### config.mk
export PLATFORM = sky130hd
export DESIGN_NAME = nrzi_unstuff_decoder
export DESIGN_NICKNAME = d
export VERILOG_FILES = /design/src/rtl/nrzi_unstuff_decoder.sv
export SDC_FILE = /design/constraint.sdc
export NUM_CORES = 1
export LEC_CHECK = 0
export ABC_AREA = 1
export CAP_MARGIN = 20
export CORE_AREA = 2 2 39 41
export DETAILED_ROUTE_END_ITERATION = 8
export DIE_AREA = 0 0 41 43
export GPL_TIMING_DRIVEN = 1
export HOLD_SLACK_MARGIN = 0.1
export PLACE_DENSITY = 0.59
export SLEW_MARGIN = 20
export SYNTH_ARGS = -nofsm -noshare
export SYNTH_HDL_FRONTEND = slang
export SYNTH_SLANG_ARGS = --single-unit
### constraint.sdc
create_clock -name clk -period 1.2 [get_ports clk]
set_input_delay 0.12 -clock clk [delete_from_list [all_inputs] [get_ports clk]]
set_output_delay 0.12 -clock clk [all_outputs]
set_load 0.03 [all_outputs]
### src/rtl/nrzi_unstuff_decoder.sv
// nrzi_unstuff_decoder
//   USB receive-path NRZI decoder with integrated bit unstuffing. The line is
//   sampled on each shift_enable strobe. A decoded bit is 1 when the line level
//   did not change from the previous bit period, and 0 when it did. After
//   STUFF_LEN consecutive decoded 1s the next bit must be a stuffed 0. That bit
//   is dropped; a 1 in that position raises stuff_err.
//
// Parameters
//   STUFF_LEN   run of decoded 1s after which a stuffed 0 is required
//   IDLE_LEVEL  line level (1=J, 0=K) held in the history register at reset/EOP
//
// Ports
//   clk           system clock
//   n_rst         asynchronous active-low reset
//   d_plus        synchronised D+ line
//   d_minus       synchronised D- line
//   shift_enable  one-cycle sample strobe, once per bit period
//   eop           end-of-packet indication; has priority over data decoding
//   d_orig        registered decoded data bit
//   bit_valid     one-cycle pulse: d_orig holds a new payload bit
//   stuff_err     one-cycle pulse: a 1 arrived where a stuffed 0 was required
//   se0           registered: the last sample was SE0
//   line_err      one-cycle pulse on an SE1 sample (NRZI_SE1_DETECT_EN only)
//
// Configuration
//   NRZI_SE1_DETECT_EN  when defined, an SE1 sample pulses line_err, clears the
//                       run counter and holds the line history. When undefined,
//                       SE1 holds the line level and therefore decodes as a 1.

module nrzi_unstuff_decoder #(
  parameter int unsigned STUFF_LEN  = 6,
  parameter bit          IDLE_LEVEL = 1'b1
) (
  input  logic clk,
  input  logic n_rst,
  input  logic d_plus,
  input  logic d_minus,
  input  logic shift_enable,
  input  logic eop,
  output logic d_orig,
  output logic bit_valid,
  output logic stuff_err,
  output logic se0,
  output logic line_err
);

  localparam int unsigned CntW   = $clog2(STUFF_LEN + 1);
  localparam logic [CntW-1:0] CntMax = CntW'(STUFF_LEN);

  logic            prev_level_q, prev_level_d;
  logic [CntW-1:0] ones_cnt_q, ones_cnt_d;
  logic            d_orig_d, bit_valid_d, stuff_err_d, se0_d, line_err_d;

  logic is_j, is_k, is_se0, se1_hit;
  logic line_bit, decoded;

`ifdef NRZI_SE1_DETECT_EN
  assign se1_hit = d_plus & d_minus;
`else
  assign se1_hit = 1'b0;
`endif

  // Line decode: SE0/SE1 hold the previous level, so they decode as a 1.
  always_comb begin
    is_j     = d_plus & ~d_minus;
    is_k     = ~d_plus & d_minus;
    is_se0   = ~d_plus & ~d_minus;
    line_bit = is_j ? 1'b1 : (is_k ? 1'b0 : prev_level_q);
    decoded  = (line_bit == prev_level_q);
  end

  always_comb begin
    prev_level_d = prev_level_q;
    ones_cnt_d   = ones_cnt_q;
    d_orig_d     = d_orig;
    se0_d        = se0;
    // Pulses clear in every cycle unless a strobe sets them.
    bit_valid_d  = 1'b0;
    stuff_err_d  = 1'b0;
    line_err_d   = 1'b0;

    if (shift_enable) begin
      se0_d = is_se0;
      if (eop) begin
        prev_level_d = IDLE_LEVEL;
        ones_cnt_d   = '0;
      end else if (se1_hit) begin
        line_err_d = 1'b1;
        ones_cnt_d = '0;
      end else if (ones_cnt_q < CntMax) begin
        d_orig_d     = decoded;
        bit_valid_d  = 1'b1;
        prev_level_d = line_bit;
        ones_cnt_d   = decoded ? ones_cnt_q + CntW'(1) : '0;
      end else begin
        // Stuff position: a 0 is dropped silently, a 1 is a protocol error.
        stuff_err_d  = decoded;
        prev_level_d = line_bit;
        ones_cnt_d   = '0;
      end
    end
  end

  always_ff @(posedge clk or negedge n_rst) begin
    if (!n_rst) begin
      prev_level_q <= IDLE_LEVEL;
      ones_cnt_q   <= '0;
      d_orig       <= 1'b1;
      bit_valid    <= 1'b0;
      stuff_err    <= 1'b0;
      se0          <= 1'b0;
      line_err     <= 1'b0;
    end else begin
      prev_level_q <= prev_level_d;
      ones_cnt_q   <= ones_cnt_d;
      d_orig       <= d_orig_d;
      bit_valid    <= bit_valid_d;
      stuff_err    <= stuff_err_d;
      se0          <= se0_d;
      line_err     <= line_err_d;
    end
  end

endmodule
# Word-level counts from Yosys, hierarchy flattened
# Cells that the tools add are included.
[totals]
reg_bits = 8
output_inout_bits = 5
word_cells = 28
[op_classes]
add_sub_neg = 1
n_lt_le_gt_ge = 1
n_eq_ne = 1
n_mux = 12
bitwise = 6
reduce_logical = 1
[ops]
columns = ["op", "n"]
rows = [
  ["two-way mux 1 bit", 9],
  ["two-way mux 3 bit", 3],
  ["adder 3 x 1 -> 3 bit (second input constant)", 1],
  ["bitwise AND 1 bit", 3],
  ["< comparator 3 bit (second input constant)", 1],
  ["inverter 1 bit", 3],
  ["AND reduction 3 bit", 1],
  ["equality test 1 bit", 1],
]

# Logic depth before layout (Yosys ltp)
[depth]
depth_word = 8
ltp_mapped = 6
ltp_nobuf = 6

# Worst setup path after synthesis
# OpenSTA, ideal clock, no wires.
[synth_timing]
path_type = "register -> register"
start = "reg ones_cnt_q[0]"
end = "reg ones_cnt_q[2]"
t_arrival_ns = 0.815
t_required_ns = 1.083
slack_ns = 0.268
stages_incl_launch_ff = 5
synth_period_minus_slack_ns = 0.932
cell_sequence = "dfrtp_1 -> ha_1 -> xor2_1 -> nand3_1 -> nand2_1"
[synth_via]
elab_chain_cells = 4
elab_cells_between_ends = 5
[synth_lines]
columns = ["element", "line", "rtl"]
rows = [
  ["start, declared", "51", "logic [CntW-1:0] ones_cnt_q, ones_cnt_d;"],
  ["start signal, assigned", "115", "ones_cnt_q <= ones_cnt_d;"],
  ["adder 3 x 1 -> 3 bit", "94", "ones_cnt_d = decoded ? ones_cnt_q + CntW'(1) : '0;"],
  ["two-way mux 3 bit", "94", ""],
  ["two-way mux 3 bit *", "90", "end else if (ones_cnt_q < CntMax) begin"],
  ["two-way mux 3 bit *", "84", "if (eop) begin"],
]
# Every way passes the cells marked *; elsewhere a longest branch is shown, timed or not.
# A chain may end at the register's enable or synchronous reset.

# Final worst setup path
[layout_timing]
start = "reg se0"
end = "out se0"
[layout_lines]
columns = ["element", "line", "rtl"]
rows = [
  ["start, declared", "43", "output logic se0,"],
  ["start signal, assigned", "111", "se0 <= 1'b0;"],
  ["start signal, assigned", "119", "se0 <= se0_d;"],
]
# No word-level cell between the ends.

==> results_dict.tcl <==
set metrics [dict create \
    syn-instance-count 46 \
    fin_ws_ns 0.0917 \
    dieArea_sq_mm 0.00176 \
    drt_first_pass_iters 4 \
    vias 314 \
    insertion_delay_ns 0.25 \
    ys_seq_area_frac 0.521 \
    crit_family "buffers and inverters" \
    yosys_warnings 0 \
    io_pins 11 \
    cellPowerDensity_mw_per_mm2 1280 \
    slew_viol_final 0 \
    cts_inserted_buffers 3 \
    crit_slowest_cell "dlygate4sd2_1" \
    start_util 0.281 \
    synth.cell_area_sq_um 389 \
    io_buffers 9 \
    final_util 0.370 \
    critPathBufInv 1 \
    synth_top_flop_cell "dfrtp_1" \
    crit_required_ns 1.08 \
    cts-hold-fix-buffers 0 \
    antenna_found_initial 0 \
    cp_max_fo 2 \
    grt_pass1_vias 286 \
    setup_violations 0 \
    cts_tree "done" \
    diodes 0 \
    crit_type "register to output port" \
    dieHeight_microns 43 \
    clkTransAtPathRegs_ns 0.06 \
    drt-total-wl_microns 692 \
    yosysMostFrequentCell "nand2_1" \
    status "complete, no violations" \
    syn2layout_area_growth_pct 31.5 \
    drive_above_1_share 0.190 \
    placedCellCount 70 \
    max_stage_delay_ns 0.40 \
    ys_ff_latch 8 \
    grt_max_degree 9 \
    fin_nets 66 \
    rsz0062_at_grt "false" \
    drt_iter0_markers 2 \
    via_per_inst 4.24 \
    synth_nets 53 \
    die_w_microns 41 \
    final_hold_viol_count 0 \
    start_kind "register" \
    tns_ns 0 \
    finalCritPeriodShare 0.924 \
    end_kind "output port" \
    gr-total-overflow 0 \
    clock_sinks 8 \
    pre_cts_slack_ns 0.0430 \
    finalPower_uw 655 \
    rows 14 \
    post-dp-hpwl_microns 543 \
    hold_path_class "input pin to asynchronous set/reset pin" \
    path_cells "dlygate4sd2_1" \
    finalClockSkew_ns 0.00612 \
    critPathArrivalTime_ns 0.99 \
    synth_area_leader_cell "dfrtp_1" \
    drc_errors 0 \
    clockBufferDepth 2 \
    core_sq_mm 0.00138 \
    synth_cell_type_count 16 \
    htree_levels 1 \
    leakage_uw 0.000286 \
    grt_pass1_wl_mm 1.15 \
    track_usage 0.101 \
    yosysTopAreaCellShare 0.386 \
    syn_avg_cell_area_sq_um 8.46 \
    stdcell_count 74 \
    gp_congestion 0.673 \
    async_flop_share 1.00 \
    synth_common_cells "nand2_1, dfrtp_1, inv_1" \
    synth_edf_count 0 \
    ir_drop_v 0.000506 \
    antenna_left 0 \
    wl_per_cell_microns 9.35 \
    fmax_ghz 0.902 \
    cts_root_buf "clkbuf_4" \
    synthTopCellsByArea "dfrtp_1, dfstp_2, nand2_1, inv_1, nand2_2" \
    max_cap_violations 0 \
    period_needed_ns 1.11 \
]
-- cell families (layout without fill, tap and decap cells) --
| logic type | Yosys count | after routing | synth area share |
|---|---|---|---|
| xor gates and xnor gates | 1 | 1 | 0.0225 |
| DFF | 8 | 8 | 0.521 |
| and+or+nand+nor | 23 | 23 | 0.270 |
| AOI/OAI and AO/OA | 4 | 4 | 0.0579 |
| buffers and inverters | 8 | 20 | 0.0868 |
| adders and majority gates | 1 | 1 | 0.0321 |
| other | 1 | 1 | 0.00964 |
-- per-stage QoR --
step | hold slack (ns) | instance area (sq um)
floorplan | -0.176 | 389
global placement | 0.430 | 489
detailed placement | 0.434 | 489
CTS | 0.160 | 512
global route | 0.182 | 512
finish | 0.146 | 512
-- path summary, 6_finish.rpt --
path	cells past startpoint	slack (ns)	startpoint	end
hold reg to reg	2	0.48	se0$_DFFE_PN0P_	se0$_DFFE_PN0P_
max in group asynchronous	1	0.74	n_rst	prev_level_q$_DFFE_PN1P_
setup reg to reg	4	0.23	ones_cnt_q[0]$_DFFE_PN0P_	ones_cnt_q[2]$_DFFE_PN0P_
hold / removal	1	0.15	n_rst	ones_cnt_q[1]$_DFFE_PN0P_
setup / recovery	1	0.09	se0$_DFFE_PN0P_	se0
min in group clk	2	0.48	se0$_DFFE_PN0P_	se0$_DFFE_PN0P_
-- registers in the layout, indices dropped and copies added, names as in the netlist --
name          cells
bit_valid         1
se0               1
d_orig            1
prev_level_q      1
stuff_err         1
ones_cnt_q        3
-- power breakdown --
group	switching, uW	internal, uW	total (uW)
Combinational	71.8	47.2	119
Clock	96.5	128	224
Sequential	14.2	298	312
Total	183	472	655
-- layout by cell type (no fill, tap or decap) --
master and count:
clkdlybuf4s50_1 5, inv_1 6, conb_1 1, nor2_4 1
a21oi_1 2, nand3_1 3, o21ai_0 1, clkbuf_4 3
nor2_1 2, xor2_1 1, dfstp_2 2, o31ai_1 1
inv_2 1, dlygate4sd2_1 3, ha_1 1, buf_4 1
nand2_2 3, nand2_1 14, dfrtp_1 6, clkbuf_1 1
-- layer usage --
| metal | wire length, microns | track usage | up-vias |
|---|---|---|---|
| met2 | 303 | 0.134 | 11 |
| met3 | 48 | 0.0314 | 0 |
| met1 | 341 | 0.137 | 140 |
| met5 | 0 | 0 | - |
| met4 | 0 | 0.0600 | 0 |
| li1 | - | - | 163 |
-- layout make-up --
class	count	area (sq um)
clock buffer	4	26.3
fill	157	872
inverter	7	26.3
multi-input combinational	30	153
sequential	8	203
tap	16	20.0
timing repair buffer	9	83.8
-- timing repair --
action                     4_1_cts  5_1_grt
setup buffers                    0        0
gates resized for setup          3        0
setup endpoints to repair        3        0
(Power assumes the default switching activity.)
